==> config.mk <==
export PLATFORM = sky130hd
export DESIGN_NAME = down_timer
export DESIGN_NICKNAME = d
export VERILOG_FILES = /design/src/rtl/down_timer_pkg.sv /design/src/rtl/down_cnt_core.sv /design/src/rtl/down_timer.sv
export SDC_FILE = /design/constraint.sdc
export NUM_CORES = 1
export LEC_CHECK = 0
export ABC_AREA = 1
export ABC_CLOCK_PERIOD_IN_PS = 3100
export CAP_MARGIN = 25
export CORE_MARGIN = 2
export CORE_UTILIZATION = 40
export DETAILED_ROUTE_END_ITERATION = 10
export GPL_ROUTABILITY_DRIVEN = 0
export PLACE_DENSITY = 0.75
export SYNTH_ARGS = -nofsm -noshare
export SYNTH_HDL_FRONTEND = slang
export SYNTH_SLANG_ARGS = --single-unit
export TNS_END_PERCENT = 1
==> constraint.sdc <==
create_clock -name clk -period 3.1 [get_ports clk]
set_input_delay 0.62 -clock clk [delete_from_list [all_inputs] [get_ports clk]]
set_output_delay 0.62 -clock clk [all_outputs]
set_load 0.03 [all_outputs]
==> src/rtl/down_timer_pkg.sv <==
// Shared types and constants for the down_timer block.
package down_timer_pkg;

    localparam int unsigned DEFAULT_WIDTH = 8;

    typedef enum logic [1:0] {
        IDLE = 2'd0,
        RUN  = 2'd1,
        DONE = 2'd2
    } state_t;

endpackage

==> src/rtl/down_cnt_core.sv <==
// Count/reload datapath: loads a value, decrements, or restores the captured reload value.
module down_cnt_core
    import down_timer_pkg::*;
#(
    parameter int unsigned WIDTH = DEFAULT_WIDTH
) (
    input  logic             clk,
    input  logic             rst_n,
    input  logic             load,
    input  logic             dec,
    input  logic             reload_sel,
    input  logic [WIDTH-1:0] din,
    output logic [WIDTH-1:0] count,
    output logic             is_one_c
);

    logic [WIDTH-1:0] reload;

    // load has priority; reload is only ever captured together with a load
    always_ff @(posedge clk or negedge rst_n) begin
        if (!rst_n) begin
            count  <= '0;
            reload <= '0;
        end else if (load) begin
            count  <= din;
            reload <= din;
        end else if (reload_sel) begin
            count  <= reload;
        end else if (dec && (count != '0)) begin
            count  <= count - WIDTH'(1);
        end
    end

    assign is_one_c = (count == WIDTH'(1));

endmodule

==> src/rtl/down_timer.sv <==
// Programmable down-counting timer with pause, abort and optional auto-reload.
module down_timer
    import down_timer_pkg::*;
#(
    parameter int unsigned WIDTH = DEFAULT_WIDTH
) (
    input  logic             clk,
    input  logic             rst_n,
    input  logic             en,
    input  logic             start,
    input  logic             stop,
    input  logic             auto,
    input  logic [WIDTH-1:0] din,
    output logic [WIDTH-1:0] count,
    output logic             busy,
    output logic             tc,
    output logic             done
);

    state_t state;
    state_t state_next;
    logic   start_ok;
    logic   is_one;
    logic   load;
    logic   dec;
    logic   reload_sel;
    logic   tc_next;

    assign start_ok = start && (din != '0);

    down_cnt_core #(
        .WIDTH (WIDTH)
    ) u_core (
        .clk        (clk),
        .rst_n      (rst_n),
        .load       (load),
        .dec        (dec),
        .reload_sel (reload_sel),
        .din        (din),
        .count      (count),
        .is_one_c   (is_one)
    );

    // State register; status flags are registered from the next state so they track state exactly
    always_ff @(posedge clk or negedge rst_n) begin
        if (!rst_n) begin
            state <= IDLE;
            tc    <= 1'b0;
            busy  <= 1'b0;
            done  <= 1'b0;
        end else begin
            state <= state_next;
            tc    <= tc_next;
            busy  <= (state_next == RUN);
            done  <= (state_next == DONE);
        end
    end

    // Next-state: stop beats start beats counting
    always_comb begin
        state_next = state;
        if (stop) begin
            state_next = IDLE;
        end else if (start_ok) begin
            state_next = RUN;
        end else if ((state == RUN) && en && is_one) begin
            state_next = auto ? RUN : DONE;
        end
    end

    // Datapath controls and terminal-count request
    always_comb begin
        load       = 1'b0;
        dec        = 1'b0;
        reload_sel = 1'b0;
        tc_next    = 1'b0;
        if (stop) begin
            load = 1'b0;
        end else if (start_ok) begin
            load = 1'b1;
        end else if ((state == RUN) && en) begin
            if (is_one) begin
                tc_next    = 1'b1;
                reload_sel = auto;
                dec        = !auto;
            end else begin
                dec = 1'b1;
            end
        end
    end

endmodule

After elaboration in Yosys (flattened, before gate mapping)
Cells that the tools add are included.
Cells by class
  add/subtract/negate cells: 1
  equality and inequality tests: 4
  mux-type cells: 21
  reductions and logical operators: 8
Operator list (number)
  $mux W8: 3
  $reduce_bool A8 Y1: 2
  $mux W1: 14
  $eq A8 B1 Y1 const B: 1
  $mux W2: 4
  $sub A8 B1 Y8 const B: 1
  $eq A2 B1 Y1 const B: 2
  $logic_and A1 B1 Y1: 4
  $reduce_bool A3 Y1: 1
  $eq A2 B2 Y1 const B: 1
  $logic_not A1 Y1: 1
Word-level totals
  flip-flop bits (word level): 21
  bits of input ports: 14
  output and inout port bits: 11
  word-level logic and storage cells: 40

Longest topological paths before layout
  word-level depth: 9
  mapped depth: 12
  mapped depth without buffers: 12

Cells and area by module
Synthesis repeated with hierarchy kept, for this count alone.
Second synthesis, totals
  cell total of the unflattened synthesis: 182
  area total of the unflattened synthesis: 1306.3 um^2
By module, submodules not included
  down_cnt_core: instances 1, cells each 134, area each 988.4 um^2, seq. area each 400.4 um^2
  down_timer: instances 1, cells each 48, area each 317.8 um^2, seq. area each 125.1 um^2

Worst setup path before layout
No wires, ideal clock.
  path type: in2reg
  from: input din[4]
  to: register u_core.count[6]
  library setup time: 118 ps
  data arrival time: 1522 ps
  data required time: 2982 ps
  setup slack: 1460 ps
  stages: 11
  buffers on the path: 1
  cell sequence: nor2_2 > nand2_2 > nor2_4 > nor2_4 > nor2_4 > nand2_4 > buf_6 > nand3_4 > nand3_2 > nand2_1 > nand2_1
On the way
  cells in the longest elaborated chain, start to end: 6
  elaborated cells on any way between the ends: 12
  classes of those cells: 8 x mux; 4 x reduce/logical
Ends and longest elaborated chain
  start: declaration: RTL line down_timer.sv:13  | input logic [WIDTH-1:0] din,
  $reduce_bool A8 Y1 (*): RTL line down_timer.sv:29  | assign start_ok = start && (din != '0);
  $logic_and A1 B1 Y1 (*): RTL line down_timer.sv:29
  $mux W1: RTL line down_timer.sv:79  | end else if (start_ok) begin
  $mux W1: RTL line down_timer.sv:77  | if (stop) begin
  $mux W8 / $logic_and A1 B1 Y1 (equally long branches): RTL line down_cnt_core.sv:27, down_cnt_core.sv:29
  $mux W8 / $reduce_bool A3 Y1 (equally long branches)
  end signal: assignment: RTL line down_cnt_core.sv:25  | count <= din;
  end signal: assignment: RTL line down_cnt_core.sv:28  | count <= reload;
  end signal: assignment: RTL line down_cnt_core.sv:30  | count <= count - WIDTH'(1);
  end: declaration: RTL line down_cnt_core.sv:13  | output logic [WIDTH-1:0] count,
Mark *: on every way between the ends. The rest lies on a longest branch, timed or not.
A chain may end at the register's enable or synchronous reset.

Worst setup path after layout
  from: register u_core.count[2]
  to: output count[2]
RTL lines
  end: declaration: RTL line down_timer.sv:14  | output logic [WIDTH-1:0] count,
No word-level cell between the ends.

==> run_results.csv <==
group,metric,value,unit
outcome,status,"completed",
logic_synthesis,syn_avg_cell_area,8.13,sq um
timing,final.min_clock_period,2.08,ns
setup_path,startpoint,"u_core.count[2]",
clock_tree,clock-root-buffer,"clkbuf_4",
logic_synthesis,synth.area.top_cells,"dfrtp_1, nand2_1, nand4_1",
routing,vias,1116,
setup_path,path_buf_inv,1,
clock_tree,cts_tree,"built",
timing,hold_ws,0.488,ns
timing,finalSetupViolCount,0,
logic_synthesis,yosysTopAreaCellShare,38.3,%
logic_synthesis,synth_xor_area_share,3.19,%
power,powerDensity,691,mW/mm^2
logic_synthesis,synthesis.nets,185,
die,fp.coreArea,0.00331,sq mm
die,ioPinCount,25,
timing,finalSetupTns,0,ns
setup_path,crit_arrival,1.46,ns
logic_synthesis,synth_top_family_by_area,"simple AND/OR/NAND/NOR gates",
timing,fin_ws,1.02,ns
logic_synthesis,netlist_area,0.00137,sq mm
placement,io_buffers,24,
global_route,grtUsageTotal,14.7,%
global_route,antenna_found_initial,0,
setup_path,crit_path_start_kind,"flop",
final_layout,layout-drive-gt1-share,16.4,%
logic_synthesis,yosys.area_share.adder,1.82,%
final_layout,fillCellCount,328,
logic_synthesis,synth_cells,169,
routing,wl_per_cell,10.8,um
setup_path,cpPeakStageDelay,0.70,ns
setup_path,path_delay_family,"buffers and inverters",
routing,vias_per_cell,4.63,
final_layout,seq_area,526,sq um
final_layout,syn_to_final_growth,23.2,%
min_path,hp-class,"reg2reg",
timing,slew-limit-headroom,74.0,%
routing,wl,2.59,mm
global_route,overflow,0,
logic_synthesis,synth-seq-cells,21,
min_path,holdCritStartpoint,"u_core.reload[4]",
logic_synthesis,yosysSeqAreaShare,38.3,%
routing,drt-pass1-iter-count,4,
global_route,grt_pass1_vias,1037,
die,die_y,62.6,um
clock_tree,numCtsBuffers,3,
global_route,grt_pass1_wl,4.71,mm
routing,ant_nets,0,
clock_tree,cts_setup_buffers,0,
power,ir_worst_vdd,0.000202,V
timing,tightest_slew,0.389,ns
die,start_util,41.5,%
setup_path,crit_chain,"clkdlybuf4s50_1",
final_layout,multi_input_area,754,sq um
global_route,grt_max_degree,23,
final_layout,n_antenna_cell,0,
final_layout,mostFrequentLayoutCell,"nand2_1",
setup_path,slowest_stage,"clkdlybuf4s50_1",
placement,dp_slack,0.786,ns
final_layout,finalNetCount,212,
timing,final_hold_viol_count,0,
clock_tree,cts_resized,0,
die,die_width,62.6,um
final_layout,final_cell_mix,"nand2_1, clkdlybuf4s50_1, dfrtp_1",
die,num_rows,21,
die,dieArea,0.00392,sq mm
clock_tree,htree_levels,1,
logic_synthesis,synthMuxAreaShare,0,%
setup_path,reg2reg_from,"u_core.count[0]",
setup_path,critPathMaxFanout,5,
logic_synthesis,synth_cell_types,26,
clock_tree,clk_path_buf_depth,2,
power,p_leak,0.834,nW
clock_tree,clk_latency,0.30,ns
logic_synthesis,synth_simple_gate_area_share,44.4,%
clock_tree,clock_sinks,21,
timing,finalClockSkew,0.00499,ns
routing,drtIter0Drc,38,
logic_synthesis,synth_top_cell_by_area,"dfrtp_1",
setup_path,required,2.48,ns
timing,fmax,0.481,GHz
flow_run,max-cap-violations,0,
setup_path,worstSetupPathType,"reg2out",
timing,slew_violations,0,
clock_tree,ctsHoldBuffers,0,
timing,min_period_over_period,67.1,%
placement,dp_hpwl,2.10,mm
logic_synthesis,synth_compound_area_share,5.56,%
clock_tree,clkTransAtPathRegs,0.11,ns
logic_synthesis,yosysWarnings,0,
timing,grt_setup_unrepaired,"no",
setup_path,endpoint_kind,"primary output",
routing,drc,0,
cells by family after synthesis:
| kind of cell | after synthesis |
|---|---|
| xor gates and xnor gates | 5 |
| adders and majority gates | 2 |
| DFF | 21 |
| and+or+nand+nor | 116 |
| AOI/OAI and AO/OA | 5 |
| buffers and inverters | 20 |
sequential cells by signal, summed over array words and instances (netlist names):
name           cells
tc                 1
u_core.count       8
u_core.reload      8
busy               1
done               1
state              2
layer usage:
| metal | GRT usage [%] | share of wire, % | vias to the layer above |
|---|---|---|---|
| met2 | 22.0 | 46 | 31 |
| met4 | 5.83 | 1.9 | 0 |
| met1 | 21.6 | 48 | 486 |
| li1 | - | - | 594 |
| met5 | 0 | 0 | - |
| met3 | 1.62 | 4.2 | 5 |
Yosys cell counts:
master      n
xor2_1      4
and2_1      1
o2111ai_4   1
a31oi_2     1
a21oi_4     1
nand3_4     2
nand2_4     3
nand4_1    11
nand2_1    67
nor2_1      6
dfrtp_1    21
ha_1        2
buf_6       2
o21ai_4     1
xnor2_1     1
nand2_2     3
inv_1      13
nor2_4      5
clkinv_1    2
buf_4       1
nor3_1      1
inv_2       2
o21ai_0     1
nand3_1     8
nor2_2      5
nand3_2     4
stage by stage:
stage	instances	util [%]	cell area, sq um	power (mW)
floorplan	169	-	1370	0.851
global placement	236	49.6	1640	1.04
detailed placement	236	49.6	1640	1.04
CTS	240	50.4	1670	1.18
global route	241	51.1	1690	1.27
finish	241	51.1	1690	1.17
report_power, final:
group | total [mW] | switching, mW | leakage [nW] | internal (mW)
combinational | 0.640 | 0.381 | 0.552 | 0.259
clock | 0.131 | 0.0805 | 0.0150 | 0.0502
sequential | 0.399 | 0.0648 | 0.267 | 0.334
total | 1.17 | 0.526 | 0.834 | 0.644
tightest hold or removal path, cell delays in order, from the launching register on:
cell	delay, ns
dfrtp_1	0.34
nand2_1	0.06
nand2_1	0.06
worst paths after layout:
| path | slack [ns] | endpoint | cells past startpoint |
|---|---|---|---|
| min in group asynchronous | 0.66 | u_core.count[4] | 2 |
| worst max-delay path | 1.02 | count[2] | 1 |
| worst min register to register | 0.49 | u_core.reload[4] | 2 |
| max in group asynchronous | 2.31 | u_core.count[5] | 2 |
| worst max register to register | 1.43 | u_core.count[4] | 7 |
| worst min-delay path | 0.49 | u_core.reload[4] | 2 |
layout make-up:
type | count | area share [%]
repair buffers | 25 | 15.7
multi-input cells | 128 | 44.6
flip-flops and latches | 21 | 31.0
clock buffers | 4 | 1.55
inverters | 17 | 3.77
well taps | 46 | 3.40
(Power assumes the default switching activity.)
